===== config.mk =====
export PLATFORM = sky130hd
export DESIGN_NAME = chord_song_reader
export DESIGN_NICKNAME = d
export VERILOG_FILES = /design/src/rtl/chord_pkg.sv /design/src/rtl/chord_song_reader.sv
export SDC_FILE = /design/constraint.sdc
export NUM_CORES = 1
export LEC_CHECK = 0
export CORE_MARGIN = 2
export CORE_UTILIZATION = 50
export CTS_BUF_LIST = sky130_fd_sc_hd__clkbuf_2
export DETAILED_ROUTE_END_ITERATION = 16
export PLACE_DENSITY = 0.79
export SLEW_MARGIN = 0
export SYNTH_ARGS = -nofsm -noshare
export SYNTH_HDL_FRONTEND = slang
export SYNTH_SLANG_ARGS = --single-unit

===== constraint.sdc =====
create_clock -name clk -period 2.2 [get_ports clk]
set_input_delay 0.44 -clock clk [delete_from_list [all_inputs] [get_ports clk]]
set_output_delay 0.44 -clock clk [all_outputs]
set_load 0.005 [all_outputs]

===== src/rtl/chord_pkg.sv =====
// Shared types and ROM field layout for the chord song reader.
package chord_pkg;

    typedef enum logic [2:0] {
        StIdle,
        StFetch,
        StData,
        StIssue,
        StWaitBusy,
        StWaitReady,
        StDone
    } state_t;

    localparam int unsigned ROM_W     = 13;
    localparam int unsigned CHORD_BIT = 12;
    localparam int unsigned NOTE_MSB  = 11;
    localparam int unsigned NOTE_LSB  = 6;
    localparam int unsigned DUR_MSB   = 5;

    localparam logic [5:0] END_DURATION = 6'd0;

    localparam int unsigned MAX_VOICES = 3;

endpackage


===== src/rtl/chord_song_reader.sv =====
// Fetches song entries from the song ROM and feeds chords of up to three voices to the player.
// Optional CHORD_SONG_LOOP_EN: restart the song at its end instead of stopping in StDone.
module chord_song_reader #(
    parameter int unsigned ADDR_W     = 5,
    parameter int unsigned SONG_W     = 2,
    parameter int unsigned MAX_VOICES = chord_pkg::MAX_VOICES
) (
    input  logic                           clk,
    input  logic                           reset,
    input  logic                           play,
    input  logic [SONG_W-1:0]              song,
    input  logic                           player_ready,
    output logic [SONG_W+ADDR_W-1:0]       rom_addr,
    input  logic [chord_pkg::ROM_W-1:0]    rom_data,
    output logic [5:0]                     note,
    output logic [5:0]                     duration,
    output logic [1:0]                     voice,
    output logic                           new_note,
    output logic                           song_done
);
    import chord_pkg::*;

    localparam logic [1:0] LAST_VOICE = 2'(MAX_VOICES - 1);

    state_t              state_q;
    logic [SONG_W-1:0]   song_latched_q;
    logic [ADDR_W-1:0]   index_q;
    logic [1:0]          voice_cnt_q;
    logic                chord_q;
    logic                last_q;
    logic                song_changed;
    logic                at_end_marker;
    logic                index_max;

    assign rom_addr      = {song_latched_q, index_q};
    assign index_max     = &index_q;
    assign at_end_marker = (rom_data[DUR_MSB:0] == END_DURATION);

    // IDLE latches the new song itself and DONE has its own exit check.
    assign song_changed = (song != song_latched_q) && (state_q != StIdle) && (state_q != StDone);

    always_ff @(posedge clk or posedge reset) begin
        if (reset) begin
            state_q        <= StIdle;
            song_latched_q <= '0;
            index_q        <= '0;
            voice_cnt_q    <= '0;
            chord_q        <= 1'b0;
            last_q         <= 1'b0;
            note           <= '0;
            duration       <= '0;
            voice          <= '0;
            new_note       <= 1'b0;
            song_done      <= 1'b0;
        end else begin
            // Strobe is cleared even while paused so a pulse is never stretched.
            new_note <= 1'b0;
`ifdef CHORD_SONG_LOOP_EN
            song_done <= 1'b0;
`endif
            if (song_changed) begin
                state_q     <= StIdle;
                index_q     <= '0;
                voice_cnt_q <= '0;
                voice       <= '0;
                last_q      <= 1'b0;
            end else if (play) begin
                case (state_q)
                    StIdle: begin
                        song_latched_q <= song;
                        index_q        <= '0;
                        voice_cnt_q    <= '0;
                        last_q         <= 1'b0;
                        song_done      <= 1'b0;
                        state_q        <= StFetch;
                    end
                    StFetch: begin
                        state_q <= StData;
                    end
                    StData: begin
                        if (at_end_marker) begin
                            song_done <= 1'b1;
`ifdef CHORD_SONG_LOOP_EN
                            index_q     <= '0;
                            voice_cnt_q <= '0;
                            state_q     <= StFetch;
`else
                            state_q     <= StDone;
`endif
                        end else begin
                            note     <= rom_data[NOTE_MSB:NOTE_LSB];
                            duration <= rom_data[DUR_MSB:0];
                            voice    <= voice_cnt_q;
                            chord_q  <= rom_data[CHORD_BIT];
                            new_note <= 1'b1;
                            state_q  <= StIssue;
                        end
                    end
                    StIssue: begin
                        // The last entry slot ends the song; the index never wraps.
                        if (index_max) begin
                            last_q <= 1'b1;
                        end else begin
                            index_q <= index_q + ADDR_W'(1);
                        end
                        if (chord_q && (voice_cnt_q < LAST_VOICE) && !index_max) begin
                            voice_cnt_q <= voice_cnt_q + 2'd1;
                            state_q     <= StFetch;
                        end else begin
                            state_q <= StWaitBusy;
                        end
                    end
                    StWaitBusy: begin
                        // A ready level left over from the previous chord is ignored.
                        if (!player_ready) begin
                            state_q <= StWaitReady;
                        end
                    end
                    StWaitReady: begin
                        if (player_ready) begin
                            voice_cnt_q <= '0;
                            if (last_q) begin
                                song_done <= 1'b1;
`ifdef CHORD_SONG_LOOP_EN
                                index_q <= '0;
                                last_q  <= 1'b0;
                                state_q <= StFetch;
`else
                                state_q <= StDone;
`endif
                            end else begin
                                state_q <= StFetch;
                            end
                        end
                    end
                    StDone: begin
                        if (song != song_latched_q) begin
                            song_done <= 1'b0;
                            state_q   <= StIdle;
                        end
                    end
                    default: begin
                        state_q <= StIdle;
                    end
                endcase
            end
        end
    end

endmodule


==> flow_metrics.env <==
export IMPL_outcome="completed"
export IMPL_grt_max_degree=31
export IMPL_diodes=0
export IMPL_core_mm2=0.00310
export IMPL_r2r_start="index_q[0]"
export IMPL_max_freq_ghz=0.475
export IMPL_tns_ns=0
export IMPL_grt_pass1_wl_mm=6.62
export IMPL_worst_pin_slew_ns=0.382
export IMPL_rsz0062_at_grt="false"
export IMPL_clock_skew_ns=0.0153
export IMPL_crit_chain="ha_1 > and3_1 > ha_1 > and4bb_2 > o311ai_1 > a21oi_1 > a211oi_1 > a22o_1"
export IMPL_fin_crit_ns=2.10
export IMPL_synth_edf_count=0
export IMPL_overflow=0
export IMPL_p_comb_share_pct=48.3
export IMPL_drv_slew=0
export IMPL_crit_path_end_kind="register"
export IMPL_p_seq_share_pct=35.0
export IMPL_placed_area_mm2=0.00226
export IMPL_syn_to_final_growth_pct=41.4
export IMPL_slowest_stage="dfrtp_1"
export IMPL_post_dp_hpwl_mm=3.05
export IMPL_min_path_type="in2async"
export IMPL_syn_inst=151
export IMPL_design_area_mm2=0.00234
export IMPL_cp_max_fo=3
export IMPL_netlist_cell_type_count=47
export IMPL_dieArea_mm2=0.00378
export IMPL_setup_viol=0
export IMPL_path_class="reg2reg"
export IMPL_synth_seq_cells=30
export IMPL_switching_share_pct=34.5
export IMPL_route_detailed_drc=0
export IMPL_leakagePower_uw=0.00108
export IMPL_cts_path_max_buffers=2
export IMPL_drive_gt1_share_pct=24.0
export IMPL_cts_tree="yes"
export IMPL_power_frac_clock_pct=16.7
export IMPL_synth_ff_type="dfrtp_1"
export IMPL_r2r_setup_slack_ns=0.1
export IMPL_grtUsageMet1_pct=28.5
export IMPL_setup_worst_path_end="voice_cnt_q[1]"
export IMPL_synth_top_cell_by_area="dfrtp_1"
export IMPL_die_h_um=61.5
export IMPL_maxCapViolCount=0
export IMPL_hold_viol_final=0
export IMPL_crit_start="index_q[0]"
export IMPL_slowest_delay_ns=0.42
export IMPL_cts_hold_buffers=0
export IMPL_via_per_inst=5.57
export IMPL_async_reset_ff_share_pct=100
export IMPL_die_w_um=61.5
export IMPL_rows=20
export IMPL_synth_top_area_share_pct=45.4
export IMPL_synth_area_leaders="dfrtp_1 (45%), mux2_4 (8.2%), mux2_2 (4.8%)"
export IMPL_p_sw_uw=762
export IMPL_drt_pass1_iter_count=5
export IMPL_drtIter0Drc=73
export IMPL_period_share_pct=95.7
export IMPL_internal_power_uw=1440
export IMPL_reg2reg_depth=8
export IMPL_nets=238
export IMPL_vias=1455
export IMPL_htree_levels=2
export IMPL_peakVddDrop_uv=677
export IMPL_cts_clk_slew_worst_paths_ns=0.15
export IMPL_crit_cells=8
export IMPL_wl_mm=4.03
export IMPL_ant_nets=0
export IMPL_place_congestion=0.976
export IMPL_yosys_warnings=0
export IMPL_routedWlPerCell_um=15.4
export IMPL_start_util_pct=53.3
export IMPL_grt_pass1_vias=1496
export IMPL_netlist_area_mm2=0.00165
export IMPL_root_buffer="clkbuf_2"
export IMPL_numCtsBuffers=5
export IMPL_cts_sinks=30
export IMPL_ys_top_cells_by_count="dfrtp_1 (30), o21ai_0 (13), mux2_4 (9)"
export IMPL_grt_util_met3_pct=6.93
export IMPL_grt_use_met2_pct=41.1
export IMPL_arrival_ns=2.38
export IMPL_track_usage_pct=24.1
export IMPL_cp_data_required_time_ns=2.48
export IMPL_path_buf_inv=0
export IMPL_postSynthAreaPerCell_um2=11.0
export IMPL_antenna_found_initial=0
export IMPL_synth_seq_area_share_pct=45.4
export IMPL_num_io_pins=42
export IMPL_synth_most_common_cell="dfrtp_1"
export IMPL_hold_slack_ns=0.415
export IMPL_insertion_delay_ns=0.37
export IMPL_critPathLaunchType="register"
export IMPL_power_density_mw_per_mm2=944
export IMPL_r2r_end="voice_cnt_q[1]"
export IMPL_cp_common_cell="ha_1"
export IMPL_top_usage_layer="met2"
export IMPL_synth_nets=172
export IMPL_slew_headroom_pct=74.3
export IMPL_numPortBuffers=41
export IMPL_cp_top_family="compound AO/OA/AOI/OAI gates"
[worst min-delay path by stage]
stage,startpoint,to,cells after the start
finish,reset,note[1],3
global route,reset,duration[3],3
CTS,reset,state_q[2],3
detailed placement,note[5],note[5],1
global placement,song_done,song_done,1
floorplan,chord_q,chord_q,1
[repair_timing]
item,4_1_cts,5_1_grt
resized for setup,0,1
buffers inserted,1,1
endpoints found under the setup margin,1,2
pin swaps,1,2
[metal layers]
metal | part of all wire, % | vias to the layer above
met5 | 0 | -
met4 | 1.3 | 0
met3 | 5.3 | 7
met2 | 53 | 54
met1 | 41 | 696
li1 | - | 698
[cell type report]
type / instances / area [µm²]
Fill cell: 230 / 764
Tap cell: 44 / 55.1
Timing Repair Buffer: 66 / 611
Inverter: 5 / 18.8
Multi-Input combinational cell: 109 / 845
Clock inverter: 2 / 33.8
Sequential cell: 30 / 751
Clock buffer: 5 / 25.0
[layout by cell type, fill, tap and decap left out, drive strengths merged, types with 2 or more instances in the layout]
master / netlist / final
clkdlybuf4s50: 0 / 41
dfrtp: 30 / 30
buf: 4 / 25
mux2: 17 / 17
o21ai: 13 / 13
nor3: 7 / 7
nor2: 7 / 7
a21oi: 7 / 7
nand2: 6 / 6
inv: 5 / 5
clkbuf: 3 / 5
o211ai: 4 / 4
a22o: 4 / 4
nand2b: 3 / 3
xor2: 3 / 3
o22ai: 3 / 3
nand3: 3 / 3
xnor2: 3 / 3
nor2b: 2 / 2
and2: 2 / 2
o31a: 2 / 2
nand4: 2 / 2
a21boi: 2 / 2
ha: 2 / 2
[through the flow]
step / std cells / power, µW / utilization (%) / setup WS, ns
detailed placement: 252 / 1830 / 73.0 / -0.267
finish: 261 / 2210 / 75.4 / 0.0954
floorplan: 151 / 1350 / - / 0.167
global placement: 252 / 1800 / 73.0 / -0.235
global route: 261 / 2360 / 75.4 / 0.00269
CTS: 260 / 2210 / 75.1 / 0.00713
[flip-flops by register name, summed over array words and instances, names as in the netlist, 2 cells and up]
signal and count:
index_q 5, state_q 3, voice 2, duration 6, note 6, song_latched_q 2
voice_cnt_q 2
[power groups by stage]
stage / clock network, µW / registers (µW) / logic, µW
2_1_floorplan: 0 / 754 / 598
4_1_cts: 381 / 772 / 1050
3_3_place_gp: 0 / 773 / 1030
6_report: 368 / 773 / 1070
5_1_grt: 412 / 789 / 1160
3_5_place_dp: 0 / 783 / 1050
[cell families (layout without fill, tap and decap cells)]
logic type / count (synthesis) / after routing / share of synthesized area, %
mux: 18 / 18 / 14.2
simple gates: 38 / 38 / 12.8
fa+ha+maj: 2 / 2 / 1.51
compound gates: 45 / 45 / 19.4
buf+inv: 12 / 78 / 3.56
flops: 30 / 30 / 45.4
xor+xnor: 6 / 6 / 3.18
[worst min-delay path, stage by stage]
cell and delay [ns]:
clkdlybuf4s50_1 0.39, inv_1 0.05, buf_4 0.34
No activity file was read; power rests on OpenSTA's default activity.
